## src/rtl/fwd_scoreboard.sv

```systemverilog
// Forwarding scoreboard: tracks in-flight register writers and picks bypass sources per read port.
// Optional FWD_STATS_EN macro adds stall-cycle and forwarding-event counters.
module fwd_scoreboard #(
  parameter int DW    = 32,
  parameter int AW    = 5,
  parameter int NPORT = 2,
  parameter int DEPTH = 3
) (
  input  logic                   clk,
  input  logic                   reset,
  input  logic                   issue_valid,
  input  logic [AW-1:0]          issue_addr,
  input  logic [1:0]             issue_tnew,
  input  logic                   flush,
  input  logic [DEPTH*DW-1:0]    stg_data,
  input  logic [NPORT*AW-1:0]    rd_addr,
  input  logic [NPORT*2-1:0]     rd_tuse,
  input  logic [NPORT*DW-1:0]    rf_data,
  output logic [NPORT*DW-1:0]    fwd_data,
  output logic [NPORT*2-1:0]     fwd_sel,
  output logic [NPORT-1:0]       pending,
  output logic                   stall,
  output logic [31:0]            stat_stall,
  output logic [31:0]            stat_fwd
);

  logic [DEPTH-1:0] ent_valid;
  logic [AW-1:0]    ent_addr [DEPTH];
  logic [1:0]       ent_tnew [DEPTH];

  function automatic logic [1:0] dec2(input logic [1:0] t);
    return (t == 2'd0) ? 2'd0 : t - 2'd1;
  endfunction

  // Entries advance every cycle, even while stalled; the issue slot also counts as one move.
  always_ff @(posedge clk or negedge reset) begin
    if (!reset) begin
      ent_valid <= '0;
      for (int s = 0; s < DEPTH; s++) begin
        ent_addr[s] <= '0;
        ent_tnew[s] <= '0;
      end
    end else if (flush) begin
      ent_valid <= '0;
    end else begin
      ent_valid[0] <= issue_valid && !stall && (issue_addr != '0);
      ent_addr[0]  <= issue_addr;
      ent_tnew[0]  <= dec2(issue_tnew);
      for (int s = 1; s < DEPTH; s++) begin
        ent_valid[s] <= ent_valid[s-1];
        ent_addr[s]  <= ent_addr[s-1];
        ent_tnew[s]  <= dec2(ent_tnew[s-1]);
      end
    end
  end

  always_comb begin
    logic            hit;
    logic [1:0]      hit_tnew;
    logic [1:0]      hit_sel;
    logic [DW-1:0]   hit_data;
    logic [AW-1:0]   ra;
    logic [1:0]      tu;
    stall    = 1'b0;
    fwd_data = rf_data;
    fwd_sel  = '0;
    pending  = '0;
    for (int p = 0; p < NPORT; p++) begin
      ra       = rd_addr[p*AW +: AW];
      tu       = rd_tuse[p*2 +: 2];
      hit      = 1'b0;
      hit_tnew = 2'd0;
      hit_sel  = 2'd0;
      hit_data = '0;
      // Scan oldest to youngest so the youngest match overwrites any older one.
      for (int s = DEPTH - 1; s >= 0; s--) begin
        if (ent_valid[s] && (ra != '0) && (ent_addr[s] == ra)) begin
          hit      = 1'b1;
          hit_tnew = ent_tnew[s];
          hit_sel  = 2'(s + 1);
          hit_data = stg_data[s*DW +: DW];
        end
      end
      if (hit) begin
        if (hit_tnew == 2'd0) begin
          fwd_data[p*DW +: DW] = hit_data;
          fwd_sel[p*2 +: 2]    = hit_sel;
        end else if (hit_tnew <= tu) begin
          pending[p] = 1'b1;
        end else begin
          stall = 1'b1;
        end
      end
    end
  end

`ifdef FWD_STATS_EN
  logic [31:0] fwd_cnt;

  always_comb begin
    fwd_cnt = '0;
    for (int p = 0; p < NPORT; p++) begin
      if (fwd_sel[p*2 +: 2] != 2'd0) fwd_cnt = fwd_cnt + 32'd1;
    end
  end

  always_ff @(posedge clk or negedge reset) begin
    if (!reset) begin
      stat_stall <= '0;
      stat_fwd   <= '0;
    end else begin
      if (stall) stat_stall <= stat_stall + 32'd1;
      stat_fwd <= stat_fwd + fwd_cnt;
    end
  end
`else
  assign stat_stall = '0;
  assign stat_fwd   = '0;
`endif

endmodule

```

## config.mk

```make
export PLATFORM = sky130hd
export DESIGN_NAME = fwd_scoreboard
export DESIGN_NICKNAME = d
export VERILOG_FILES = /design/src/rtl/fwd_scoreboard.sv
export SDC_FILE = /design/constraint.sdc
export NUM_CORES = 1
export LEC_CHECK = 0
export CAP_MARGIN = 20
export CELL_PAD_IN_SITES_DETAIL_PLACEMENT = 1
export CELL_PAD_IN_SITES_GLOBAL_PLACEMENT = 1
export CORE_MARGIN = 1
export CORE_UTILIZATION = 26
export DETAILED_ROUTE_END_ITERATION = 8
export GPL_TIMING_DRIVEN = 1
export PLACE_DENSITY_LB_ADDON = 0.1
export SYNTH_ARGS = -nofsm -noshare
export SYNTH_HDL_FRONTEND = slang
export SYNTH_SLANG_ARGS = --single-unit
```

## constraint.sdc

```tcl
create_clock -name clk -period 7.3 [get_ports clk]
set_input_delay 1.825 -clock clk [delete_from_list [all_inputs] [get_ports clk]]
set_output_delay 1.825 -clock clk [all_outputs]
set_load 0.02 [all_outputs]
```

**Yosys cells after proc, flatten, opt, wreduce, memory -nomap -nowiden**

Index checks and enable logic that the tools add are counted.
Widths: inputs -> output; s select.

- Memory bits (writable): 0
- Output and inout bits: 135
- Memories kept: 0
- Register bits after elaboration: 24
- Bits in latches: 0
- ROM bits: 0
- Logic and storage cells: 89

- Equality and inequality tests: 6
- $lt $le $gt $ge: 2
- Shift operators: 0
- Divide/modulo/power cells: 0
- Reduce and logical (&&, ||, !) cells: 23
- Multiplexer cells: 48
- $mul: 0
- $add $sub $neg: 3
- Bitwise logic cells: 0

Operators by type and width:

| kind | number |
|---|---|
| $mux 32 | 10 |
| $mux 2 | 19 |
| $eq 5x5->1 | 6 |
| $mux 1 | 18 |
| $reduce_bool 5->1 | 3 |
| $logic_and 1x1->1 | 14 |
| $logic_not 2->1 | 5 |
| $sub 2x1->2 const B | 3 |
| $le 2x2->1 | 2 |
| $mux 3 | 1 |
| $logic_not 1->1 | 1 |

**Logic depth before layout (Yosys ltp)**

- Depth after elaboration: 17
- Depth in mapped cells: 13

**Worst setup path after synthesis**

No wires, ideal clock.

- Path kind: input to output
- Start: input port rd_addr[1]
- End: output port stall
- Stages: 9
- Setup slack: 1.427 ns
- Path buffers: 1
- Arrival time: 4.048 ns
- Path through: or4_4 -> o211ai_4 -> or2_1 -> buf_6 -> a311oi_4 -> or2_2 -> ha_1 -> a21oi_1 -> a22o_1

- Word-level cells in the longest chain between the ends: 13
- Elaborated cells on any way between the ends: 24
- Those cells by class: order compare: 1; eq/ne: 3; mux: 12; reduce/logical: 8

Ends and longest elaborated chain:

| item | line | text |
|---|---|---|
| start: declaration | 16 | `input logic [NPORT*AW-1:0] rd_addr,` |
| $reduce_bool 5->1 | 77 | `if (ent_valid[s] && (ra != '0) && (ent_addr[s] == ra)) begin` |
| $logic_and 1x1->1 (2 in series) | 77 |  |
| $mux 2 (3 in series) | 77 |  |
| $le 2x2->1 | 88 | `end else if (hit_tnew <= tu) begin` |
| $mux 1 | 88 |  |
| $mux 1 | 85 | `if (hit_tnew == 2'd0) begin` |
| $mux 1 * | 84 | `if (hit) begin` |
| $mux 1 | 88 |  |
| $mux 1 | 85 |  |
| $mux 1 * | 84 |  |
| end: declaration | 22 | `output logic stall,` |

Mark *: on every way between the ends. The rest lies on a longest branch, timed or not.

**Worst setup path after layout**

- Start: input port rd_addr[5]
- End: output port stall

- Word-level cells in the longest chain between the ends: 10
- Elaborated cells on any way between the ends: 21
- Those cells by class: order compare: 1; eq/ne: 3; mux: 9; reduce/logical: 8

Ends and longest elaborated chain:

| item | line |
|---|---|
| $reduce_bool 5->1 | 77 |
| $logic_and 1x1->1 (2 in series) | 77 |
| $mux 2 (3 in series) | 77 |
| $le 2x2->1 | 88 |
| $mux 1 | 88 |
| $mux 1 | 85 |
| $mux 1 * | 84 |

Marks and branches as above.

==> metrics.txt <==
status finished, final reports clean; count of H-tree levels built during CTS 1; number of failing hold endpoints at the final stage 0; worst slack after detailed placement ~0.14 ns; overall die width approximately 140 µm; area added between synthesis and finish 57.4%; critical-path cell with the highest stage delay sky130_fd_sc_hd__clkdlybuf4s50_1; Post-Synthesis Cell Area 0.00474 mm²; top-count cell post-synth sky130_fd_sc_hd__nor2_1; final critical-path setup slack between 0.2 and 0.25 ns; beginning of the critical path rd_addr[5]; first-pass GRT wire length roughly 33000 µm; Post-synth ARST share 100%; Std-Cell Core Area 0.0179 mm²; TritonCTS clock tree done; part of the Yosys area used for sequential elements 12.7%; Detail Placement HPWL between 15000 and 20000 µm; cells traversed along the worst timing path clkdlybuf4s50_1 -> xnor2_1 -> nand4_1 -> or3_2 -> a311oi_4 -> nor2_1 -> ha_1 -> a21oi_1 -> a21oi_1 -> a22o_1 -> clkdlybuf4s50_1; flop-to-flop setup slack around 4.4 ns; max incr delay on CP 0.65 ns; Ports 320; start of the worst register-to-register path ent_addr[9]$_DFFE_PN0N_; nets roughly 1100; category of the worst setup path launch point input port; pin count of the biggest net entering global routing 39; fraction of layout cells with a size suffix above 1 14.9%; Clock transition at path regs 0.06 ns; largest fanout on the critical path 5; number of I/O port buffers 255; highest achievable clock rate 0.141 GHz; Non-Filler Instances approximately 1100; DRC errors left 0; clock network latency to the later pin of the worst-skew pair 0.26 ns; final clock skew 0.00500 ns; TritonCTS Buffers 3; number of buffers on the longest clock path 2; average cell area after synthesis 7.53 µm²; share of Yosys cell area claimed by the top area cell type between 10% and 20%; final cycle utilization of the critical path between 90% and 100%; actual transition at the worst max-transition pin 0.742 ns; worst voltage drop across the vdd grid 105 µV; combinational family with the most area after synthesis simple AND/OR/NAND/NOR gates; xor-xnor portion of the synthesized cell area 5.54%; number of rows created at floorplan approximately 50; Util after Layout a little over two fifths; data arrival time at the worst-slack endpoint approximately 5.3 ns; unique cell type count in the Yosys netlist 43; basic-gate share of the synthesized area counting and, or, nand and nor cells 26.4%; detailed-route vias per instance approximately 5; cell family with most CP delay buffers and inverters; complex-gate fraction of the synthesized area 14.5%; Stages on worst setup path 11; clock tree root buffer cell sky130_fd_sc_hd__clkbuf_16; worst-case headroom to the max-slew limit 50.1%; overall routed net length 22100 µm; Synth Register Bits 24; time the worst path needs with I/O delays and setup slightly above 7 ns; top cell types by occurrence after synthesis 75 x sky130_fd_sc_hd__nor2_1, 66 x sky130_fd_sc_hd__buf_4, 66 x sky130_fd_sc_hd__nand3_1; power density over the cells 92.6 mW/mm²; Max-Cap Viols 0; mux contribution to synthesized area 21.1%; number of antenna violations at the first check in global routing 0; setup violators final 0; setup repair after global routing missed its margin no; initial standard-cell utilization of the core a little over a quarter; buffers inserted by post-CTS timing repair 0; Primary FF master, synth sky130_fd_sc_hd__dfrtp_1; remaining number of nets flagged by the antenna check after routing 0; Post-Synthesis Cells between 600 and 700; total die area 0.0188 mm²; crit path capture type output pin; crit path to stall; placer's final routability congestion estimate 0.869; detailed router's first-iteration violation count 186; total power 0.691 mW; Buf+Inv Stages, Crit Path 2; class of the tightest hold or removal check reg2reg; router iterations before antenna repair 6; top cell type by total area after synthesis sky130_fd_sc_hd__dfrtp_1; placed insts ~1100; total via count after detailed routing 5372; number of max-slew violations in the final report 0; number of synthesis warnings 0; most area-consuming cells after synthesis sky130_fd_sc_hd__dfrtp_1 13%, sky130_fd_sc_hd__buf_4 10%, sky130_fd_sc_hd__mux2_4 9.5%; vias in the first global route between 5000 and 6000; final routed wire length divided by cell count 20.3 µm; endpoint of the worst register-to-register path ent_valid[0]$_DFF_PN0_; die boundary height roughly 140 µm; worst r2r path cells 10; number of enable flip-flop cells after synthesis 0; final global-route overflow total 0; clock sink count 24; leakage power about 3.0 nW; total routing usage reported by global routing a little under a quarter; start-to-end type of the worst setup path in2out; arithmetic-cell share of the synthesized area counting full adders, half adders and majority gates under 10%; setup TNS 0 ns; required time at the endpoint of the critical path roughly 5.5 ns; Antenna Diode Count 0
-- cells by family after synthesis --
group                    after synthesis
AO/OA/AOI/OAI                         92
XOR/XNOR                              30
adder cells (fa/ha/maj)                4
buffers and inverters                153
flip-flops                            24
multiplexers                          79
other                                  1
AND/OR/NAND/NOR                      247
-- repair_timing --
| item | CTS | global route |
|---|---|---|
| setup endpoints to repair | 0 | 1 |
| gates resized for setup | 0 | 1 |
| hold buffers | 0 | 0 |
-- cells in the final DEF (no fill, tap or decap), types with 3 or more instances in the layout --
cell type	instances
sky130_fd_sc_hd__clkdlybuf4s50_1	255
sky130_fd_sc_hd__mux2_2	17
sky130_fd_sc_hd__xnor2_1	30
sky130_fd_sc_hd__or3_1	32
sky130_fd_sc_hd__ha_1	4
sky130_fd_sc_hd__nor2b_1	3
sky130_fd_sc_hd__inv_1	40
sky130_fd_sc_hd__or3_2	3
sky130_fd_sc_hd__nor2_1	73
sky130_fd_sc_hd__buf_4	20
sky130_fd_sc_hd__a21oi_1	6
sky130_fd_sc_hd__nand2_1	11
sky130_fd_sc_hd__mux2_1	32
sky130_fd_sc_hd__clkbuf_16	3
sky130_fd_sc_hd__mux2_4	30
sky130_fd_sc_hd__conb_1	64
sky130_fd_sc_hd__or2_2	37
sky130_fd_sc_hd__nand4_1	6
sky130_fd_sc_hd__nand3_1	66
sky130_fd_sc_hd__a31oi_1	64
sky130_fd_sc_hd__nor3_1	4
sky130_fd_sc_hd__a311oi_4	3
sky130_fd_sc_hd__dfrtp_1	24
sky130_fd_sc_hd__o21ai_0	5
-- area by class of cell --
class	instances	area, µm²
fillers	2147	10400
multi-input cells	516	3540
repair buffers	279	2790
flip-flops and latches	24	601
well taps	229	287
inverters	40	150
clock buffers	3	75.1
clock inverters	1	30.0
-- metrics by stage --
| stage | hold slack [ns] | instance area [µm²] |
|---|---|---|
| floorplan | 0.450 | 4980 |
| global placement | 0.476 | 7300 |
| detailed placement | 0.494 | 7300 |
| CTS | 0.509 | 7410 |
| global route | 0.524 | 7460 |
| finish | 0.500 | 7460 |
-- per-layer routing --
layer	GRT usage, %	share of wire (%)
met1	26.3	39
met2	43.5	53
met3	2.78	5.9
met4	4.82	1.5
met5	0	0
-- sequential cells by signal (all words and copies together) (netlist names) --
| signal | flops |
|---|---|
| ent_valid | 3 |
| ent_addr | 15 |
| ent_tnew | 6 |
-- worst reg2reg max path, delay by kind of cell (launching register included) --
| family | cells | cell delay, ns |
|---|---|---|
| simple gates | 3 | 0.89 |
| compound gates | 4 | 1.04 |
| buf+inv | 1 | 0.04 |
| fa+ha+maj | 1 | 0.14 |
| xor+xnor | 1 | 0.22 |
| flops | 1 | 0.44 |
-- worst min path at each step --
| stage | from | endpoint | slack (ns) | cells after the start |
|---|---|---|---|---|
| finish | ent_tnew[3]$_DFFE_PN0N_ | ent_tnew[3]$_DFFE_PN0N_ | 0.50 | 2 |
| global route | ent_tnew[2]$_DFFE_PN0N_ | ent_tnew[0]$_DFFE_PN0N_ | 0.52 | 1 |
| CTS | ent_tnew[3]$_DFFE_PN0N_ | ent_tnew[3]$_DFFE_PN0N_ | 0.51 | 2 |
| detailed placement | ent_tnew[3]$_DFFE_PN0N_ | ent_tnew[3]$_DFFE_PN0N_ | 0.49 | 2 |
| global placement | ent_tnew[3]$_DFFE_PN0N_ | ent_tnew[3]$_DFFE_PN0N_ | 0.48 | 2 |
| floorplan | ent_tnew[3]$_DFFE_PN0N_ | ent_tnew[3]$_DFFE_PN0N_ | 0.45 | 2 |
-- power breakdown --
part / switching, mW / internal, mW
Clock: 0.0505 / 0.109
Combinational: 0.165 / 0.197
Sequential: 0.0217 / 0.148
Total: 0.237 / 0.454
Power figures use the tool's default switching activity.
